## src/rtl/rv_index_pool_if.sv

```systemverilog
// Acquire/release handshake bundle for the index pool.
// The master side requests slots and returns them; the slave side is the pool.
interface rv_index_pool_if #(
  parameter int DATAW   = 8,
  parameter int ADDRW   = 3,
  parameter int NUM_REL = 2
);
  logic                     acq_valid;
  logic                     acq_ready;
  logic [DATAW-1:0]         acq_data;
  logic [ADDRW-1:0]         acq_idx;
  logic [NUM_REL-1:0]       rel_valid;
  logic [NUM_REL*ADDRW-1:0] rel_idx;

  modport master (
    output acq_valid, acq_data, rel_valid, rel_idx,
    input  acq_ready, acq_idx
  );

  modport slave (
    input  acq_valid, acq_data, rel_valid, rel_idx,
    output acq_ready, acq_idx
  );
endinterface

```

## src/rtl/rv_index_pool.sv

```systemverilog
// Slot-index allocator with per-slot payload storage.
// Hands out the lowest free index, accepts releases on several ports at once,
// keeps an occupancy count and flags releases of slots that are already free.
module rv_index_pool #(
  parameter int DATAW   = 8,
  parameter int SIZE    = 8,
  parameter int ADDRW   = $clog2(SIZE),
  parameter int NUM_REL = 2,
  parameter int CNTW    = $clog2(SIZE + 1)
) (
  input  logic             clk,
  input  logic             reset,
  rv_index_pool_if.slave   pool,
  input  logic [ADDRW-1:0] rd_idx,
  output logic [DATAW-1:0] rd_data,
  output logic             rd_busy,
  output logic [CNTW-1:0]  count,
  output logic             empty,
  output logic             full,
  output logic             err_double_free
);

  logic [SIZE-1:0]  free_r;
  logic [SIZE-1:0]  free_n;
  logic [CNTW-1:0]  count_r;
  logic [CNTW-1:0]  count_n;
  logic             empty_r;
  logic             full_r;
  logic             err_r;
  logic [ADDRW-1:0] acq_idx_r;
  logic [ADDRW-1:0] acq_idx_n;
  logic             idx_found;
  logic [DATAW-1:0] rd_data_r;
  logic             rd_busy_r;

  logic             acq_fire;
  logic [SIZE-1:0]  acq_mask;
  logic [SIZE-1:0]  rel_req;
  logic [SIZE-1:0]  rel_ok;
  logic             dbl_free;
  logic [CNTW-1:0]  rel_cnt;

  logic [DATAW-1:0] ram [SIZE];

  // acq_ready comes purely from registered state so acq_valid never loops back
  assign acq_fire       = pool.acq_valid & ~full_r;
  assign pool.acq_ready = ~full_r;
  assign pool.acq_idx   = acq_idx_r;

  // Merge all release ports into one mask; a slot already free is a double free
  always_comb begin
    rel_req  = '0;
    dbl_free = 1'b0;
    for (int p = 0; p < NUM_REL; p++) begin
      if (pool.rel_valid[p]) begin
        rel_req[pool.rel_idx[p*ADDRW +: ADDRW]] = 1'b1;
        if (free_r[pool.rel_idx[p*ADDRW +: ADDRW]]) begin
          dbl_free = 1'b1;
        end
      end
    end
  end

  // Next free mask, occupancy and lowest-free index for the coming cycle
  always_comb begin
    acq_mask = '0;
    if (acq_fire) begin
      acq_mask[acq_idx_r] = 1'b1;
    end
    rel_ok = rel_req & ~free_r;
    free_n = (free_r | rel_ok) & ~acq_mask;

    rel_cnt = '0;
    for (int i = 0; i < SIZE; i++) begin
      rel_cnt = rel_cnt + CNTW'(rel_ok[i]);
    end
    count_n = count_r + CNTW'(acq_fire) - rel_cnt;

    acq_idx_n = acq_idx_r;
    idx_found = 1'b0;
    for (int i = SIZE - 1; i >= 0; i--) begin
      if (free_n[i]) begin
        acq_idx_n = ADDRW'(i);
        idx_found = 1'b1;
      end
    end
  end

  // Pool bookkeeping registers
  always_ff @(posedge clk) begin
    if (reset) begin
      free_r    <= '1;
      count_r   <= '0;
      empty_r   <= 1'b1;
      full_r    <= 1'b0;
      err_r     <= 1'b0;
      acq_idx_r <= '0;
    end else begin
      free_r  <= free_n;
      count_r <= count_n;
      empty_r <= (count_n == '0);
      full_r  <= (count_n == CNTW'(SIZE));
      err_r   <= err_r | dbl_free;
      if (idx_found) begin
        acq_idx_r <= acq_idx_n;
      end
    end
  end

  // Payload storage, written on every accepted acquire and never reset
  always_ff @(posedge clk) begin
    if (acq_fire) begin
      ram[acq_idx_r] <= pool.acq_data;
    end
  end

  // Registered read port; an acquire of the same slot this cycle is forwarded
  always_ff @(posedge clk) begin
    if (reset) begin
      rd_data_r <= '0;
      rd_busy_r <= 1'b0;
    end else if (acq_fire && (rd_idx == acq_idx_r)) begin
      rd_data_r <= pool.acq_data;
      rd_busy_r <= 1'b1;
    end else begin
      rd_data_r <= ram[rd_idx];
      rd_busy_r <= ~free_r[rd_idx];
    end
  end

  assign rd_data         = rd_data_r;
  assign rd_busy         = rd_busy_r;
  assign count           = count_r;
  assign empty           = empty_r;
  assign full            = full_r;
  assign err_double_free = err_r;

endmodule

```

## src/flat_wrapper.sv

```systemverilog
// flat-port wrapper written by rule: the top's interface ports become plain ports
module rv_index_pool_flat 
#(
  parameter int DATAW   = 8,
  parameter int SIZE    = 8,
  parameter int ADDRW   = $clog2(SIZE),
  parameter int NUM_REL = 2,
  parameter int CNTW    = $clog2(SIZE + 1)
)
  (clk, reset, rd_idx, rd_data, rd_busy, count, empty, full, err_double_free, pool_acq_valid, pool_acq_data, pool_rel_valid, pool_rel_idx, pool_acq_ready, pool_acq_idx);
  rv_index_pool_if #(.DATAW(DATAW), .ADDRW(ADDRW), .NUM_REL(NUM_REL)) pool_i ();
  input  logic clk;
  input  logic reset;
  input  logic [ADDRW-1:0] rd_idx;
  output logic [DATAW-1:0] rd_data;
  output logic rd_busy;
  output logic [CNTW-1:0] count;
  output logic empty;
  output logic full;
  output logic err_double_free;
  input wire logic [$bits(pool_i.acq_valid)-1:0] pool_acq_valid;
  input wire logic [$bits(pool_i.acq_data)-1:0] pool_acq_data;
  input wire logic [$bits(pool_i.rel_valid)-1:0] pool_rel_valid;
  input wire logic [$bits(pool_i.rel_idx)-1:0] pool_rel_idx;
  output wire logic [$bits(pool_i.acq_ready)-1:0] pool_acq_ready;
  output wire logic [$bits(pool_i.acq_idx)-1:0] pool_acq_idx;
  assign pool_i.acq_valid = pool_acq_valid;
  assign pool_i.acq_data = pool_acq_data;
  assign pool_i.rel_valid = pool_rel_valid;
  assign pool_i.rel_idx = pool_rel_idx;
  assign pool_acq_ready = pool_i.acq_ready;
  assign pool_acq_idx = pool_i.acq_idx;
  rv_index_pool #(.DATAW(DATAW), .SIZE(SIZE), .ADDRW(ADDRW), .NUM_REL(NUM_REL), .CNTW(CNTW)) u_core (.clk(clk), .reset(reset), .pool(pool_i), .rd_idx(rd_idx), .rd_data(rd_data), .rd_busy(rd_busy), .count(count), .empty(empty), .full(full), .err_double_free(err_double_free));
endmodule
```

## config.mk

```make
export PLATFORM = sky130hd
export DESIGN_NAME = rv_index_pool_flat
export DESIGN_NICKNAME = d
export VERILOG_FILES = /design/src/rtl/rv_index_pool_if.sv /design/src/rtl/rv_index_pool.sv /design/src/flat_wrapper.sv
export SDC_FILE = /design/constraint.sdc
export NUM_CORES = 1
export LEC_CHECK = 0
export CORE_MARGIN = 4
export CORE_UTILIZATION = 40
export DETAILED_ROUTE_END_ITERATION = 10
export GPL_ROUTABILITY_DRIVEN = 1
export GPL_TIMING_DRIVEN = 0
export RECOVER_POWER = 25
export SLEW_MARGIN = 10
export SYNTH_ARGS = -nofsm -noshare
export SYNTH_HDL_FRONTEND = slang
export SYNTH_SLANG_ARGS = --single-unit
export TNS_END_PERCENT = 100
```

## constraint.sdc

```tcl
create_clock -name clk -period 8.4 [get_ports clk]
set_clock_uncertainty 0.2 [all_clocks]
set_input_delay 0.84 -clock clk [delete_from_list [all_inputs] [get_ports clk]]
set_output_delay 0.84 -clock clk [all_outputs]
set_load 0.02 [all_outputs]
```

==> reports/results.txt <==
Library cell with the highest instance count after synthesis: edfxtp_1. In the post-synthesis netlist, the biggest area contributors are edfxtp_1 45%, dfxtp_1 13%, mux4_2 12%, fa_1 2.8%, nor2_1 2.7%. The critical path goes through clkdlybuf4s50_1 > nor4b_1 > nor2_1 > nor2_1 > ha_1 > inv_1 > fa_1 > inv_1 > fa_1 > fa_1 > inv_1 > fa_1 > ha_1 > xnor2_1 > xnor2_1 > nor2_1 > and2_1.

Counting along the longest clock path gives a buffer depth of 2. Once the clock tree was built, the setup fixing pass inserted 0 buffers. Number of instances in the synthesized netlist: 274. The CTS buffer count was 9. The share of final-layout standard cells stronger than drive strength 1 was 20.7%. The critical path contains buffers and inverters numbering 4 combined.

Static timing analysis puts the maximum clock frequency at 206 MHz. The final count of hold timing violations was 0. The tools report the nature of the critical path endpoint as a flip-flop. Leading area contributor after synthesis: edfxtp_1. On the critical path, the stage with the largest delay is an instance of nor4b_1. The count of fill cells added during filler insertion was 922. Hold repair after CTS inserted 0 buffers.

The critical path's most frequent cell is fa_1. In this run the vertical extent of the chip is 111 um. The largest stage delay on the critical path is 0.60 ns, and the net count of the mapped netlist is 309. At the worst endpoint, the arrival time is 4.90 ns.

The number of gates resized after CTS was 0. Detailed routing inserted a total of 2488 vias. The smallest clock period supported by the final layout is computed as 4.85 ns. Setup slack on the critical path of the routed design comes to 3.55 ns.

Data on the critical path is required at its endpoint by 8.45 ns. The aggregate global routing overflow is 0, and the number of cell rows is 37. The critical path is of the in2reg type.

The run gives 47.9% as the final cell utilization of the core. For the overall die area, the log shows 0.0124 sq mm. Among cell families on the critical path, the largest total delay comes from adder cells.

A synthesized cell averages 15.5 sq um. The total number of H-tree levels is 3, and the number of nets still failing antenna checks after routing is 0. The tree is rooted in a clkbuf_8.

For this run, the detailed router's first-pass iteration total came to 5. The run gives 0 as the number of pins with negative max-slew slack in the final report. The routed length per placed instance works out to 19.9 um. Summed over its instances, the top area cell type makes up 45.1% of the synthesized netlist area. The repair_antennas step left the layout with diodes totalling 0. Input and output buffers added on the ports amount to 34.

The number of top-level design ports was 42; the number of flops mapped to enable cells by yosys was 64. For the post-synthesis sequential area ratio, the log shows 57.8%. The die is 111 um wide.

The largest fanout on the critical path was 9. The proportion of register bits with asynchronous set or reset after synthesis came out at 0%. For this run, the total global-route usage over all layers was measured as 15.6%.

The flow ran to the end, and the final reports show no timing, DRC or antenna violations. The mapped netlist covers 0.00426 sq mm. Yosys printed 0 warnings. Routability-driven placement finished with a final weighted congestion of 0.826. Setup violations remaining at the end of the flow were counted as 0.

The number of vias per cell after detailed routing works out to 5.41. After clock tree synthesis, the clock-pin slew on the worst setup and hold paths is 0.09 ns. For the number of remaining DRC errors, the log shows 0.

The final setup TNS is 0 ns, and the headroom to the max-slew limit is 33.9%. The slew at the pin closest to its max-slew limit came out at 0.987 ns. Power spread over the standard cell area amounts to 205 mW/mm^2. Synthesis instantiated 43 different standard cells from the library. The final layout contains routed wiring with a total length of 9160 um. Entering global routing, the biggest net connects 18 pins. The final layout contains 354 nets. The worst setup path is launched from an input pin.

The wire-length estimate of the detail-placed layout is 6280 um. Among all flip-flop cells after synthesis, the most frequent one is edfxtp_1. The number of flip-flops and latches in the synthesized netlist came out at 91. TritonCTS built the clock tree. The clock latency at the later pin of the worst-skew pair is 0.35 ns, and the worst slack after detailed placement is 3.17 ns. The leakage power total is 1.71 nW. Layout overhead on the synthesized area: 16.2%. Summing all non-filler instances in the final layout gives an area of 0.00494 sq mm.

In the finished design, the share of the clock period the worst path needs comes to 57.7%. For the floorplan core area, the log shows 0.0103 sq mm. The detailed router finished its first iteration with 121 violations. Once the floorplan was initialized, standard cells occupied 41.2% of the core.

Setup repair after global routing left no endpoint under its margin. In this run the cell area measured after placement is 0.00477 sq mm. The first global-routing pass estimated 14600 um of wire. After layout, the design draws a total of 1.01 mW. The worst-case IR drop observed on VDD is 0.0000883 V. Counting every sink on the clock net gives 91. The min-delay analysis places its worst path in the category reg2reg. The initial antenna violation count came out at 0. For the max-cap violation count, the log shows 0.

Number of global-route vias before repair: 2593. The commonest cells after synthesis are 64 x edfxtp_1, 31 x nor2_1, 27 x dfxtp_1.
[cells in the final DEF (no fill, tap or decap), types with 3 or more instances in the layout]
cell type        netlist  final
mux4_2                22     22
a211oi_1               8      8
edfxtp_1              64     64
nor2_1                31     31
nor2b_1                5      5
buf_6                  6      6
clkbuf_1               2      3
mux2_2                 3      3
inv_1                 14     14
clkbuf_8               0      9
mux2i_1                8      8
nand2b_1               8      8
dlygate4sd3_1          0      7
ha_1                   7      7
nand2_1                5      5
and4b_1                4      4
o32ai_2                4      4
xnor2_1                5      5
clkdlybuf4s50_1        0     27
nor4_1                 4      4
dfxtp_1               27     27
buf_2                  3      3
fa_1                   6      6
and4bb_1               5      5
[power by group]
part | switching (mW) | internal [mW] | leakage, nW
Clock | 0.158 | 0.111 | 0.0835
Sequential | 0.0166 | 0.512 | 0.804
Combinational | 0.112 | 0.104 | 0.826
[cells by family (layout without fill, tap and decap cells)]
logic type / Yosys count / count (layout) / synth area share [%]
buffers and inverters: 27 / 77 / 3.70
AO/OA/AOI/OAI: 22 / 22 / 5.85
AND/OR/NAND/NOR: 82 / 82 / 12.2
multiplexers: 33 / 33 / 14.3
adder cells (fa/ha/maj): 13 / 13 / 4.88
XOR/XNOR: 6 / 6 / 1.23
flip-flops: 91 / 91 / 57.8
[tightest hold or removal path, delay by kind of cell, from the launching register on]
kind	cells	cell delay, ns
flops	1	0.36
simple gates	1	0.07
compound gates	1	0.04
[sequential cells by signal, summed over array words and instances (netlist names)]
register / flops
u_core.full: 1
u_core.ram: 64
u_core.count: 4
u_core.free_r: 8
u_core.rd_busy: 1
u_core.pool.acq_idx: 3
u_core.rd_data: 8
u_core.empty: 1
u_core.err_double_free: 1
[worst paths after layout]
path / from / endpoint / slack (ns) / cells past startpoint
max: pool_rel_idx[5] / u_core.full$_SDFF_PP0_ / 3.55 / 17
min: u_core.err_double_free$_SDFF_PP0_ / u_core.err_double_free$_SDFF_PP0_ / 0.31 / 2
max reg2reg: u_core.free_r[0]$_SDFF_PP1_ / u_core.full$_SDFF_PP0_ / 4.76 / 14
min reg2reg: u_core.err_double_free$_SDFF_PP0_ / u_core.err_double_free$_SDFF_PP0_ / 0.31 / 2
[final cells by class]
cell class	count	area, sq um	share of cell area [%]
multi-input combinational	156	1640	33.1
buffer	13	105	2.13
inverter	14	52.6	1.06
clock buffer	10	128	2.58
clock inverter	6	50.0	1.01
timing repair buffer	34	340	6.88
tap	136	170	3.44
sequential	91	2460	49.8
[layer usage]
layer	part of all wire [%]	vias to the layer above	track usage, %
met5	0	-	0
met4	1.1	0	5.19
met3	3.2	10	2.73
met2	49	54	25.8
met1	47	1276	20.9
li1	-	1148	-
[metrics by stage]
stage	hold WS [ns]	std cells
2_1_floorplan	0.360	274
3_3_place_gp	0.276	444
3_5_place_dp	0.279	444
4_1_cts	0.309	460
5_1_grt	0.328	460
6_report	0.310	460
(Power assumes the default switching activity.)
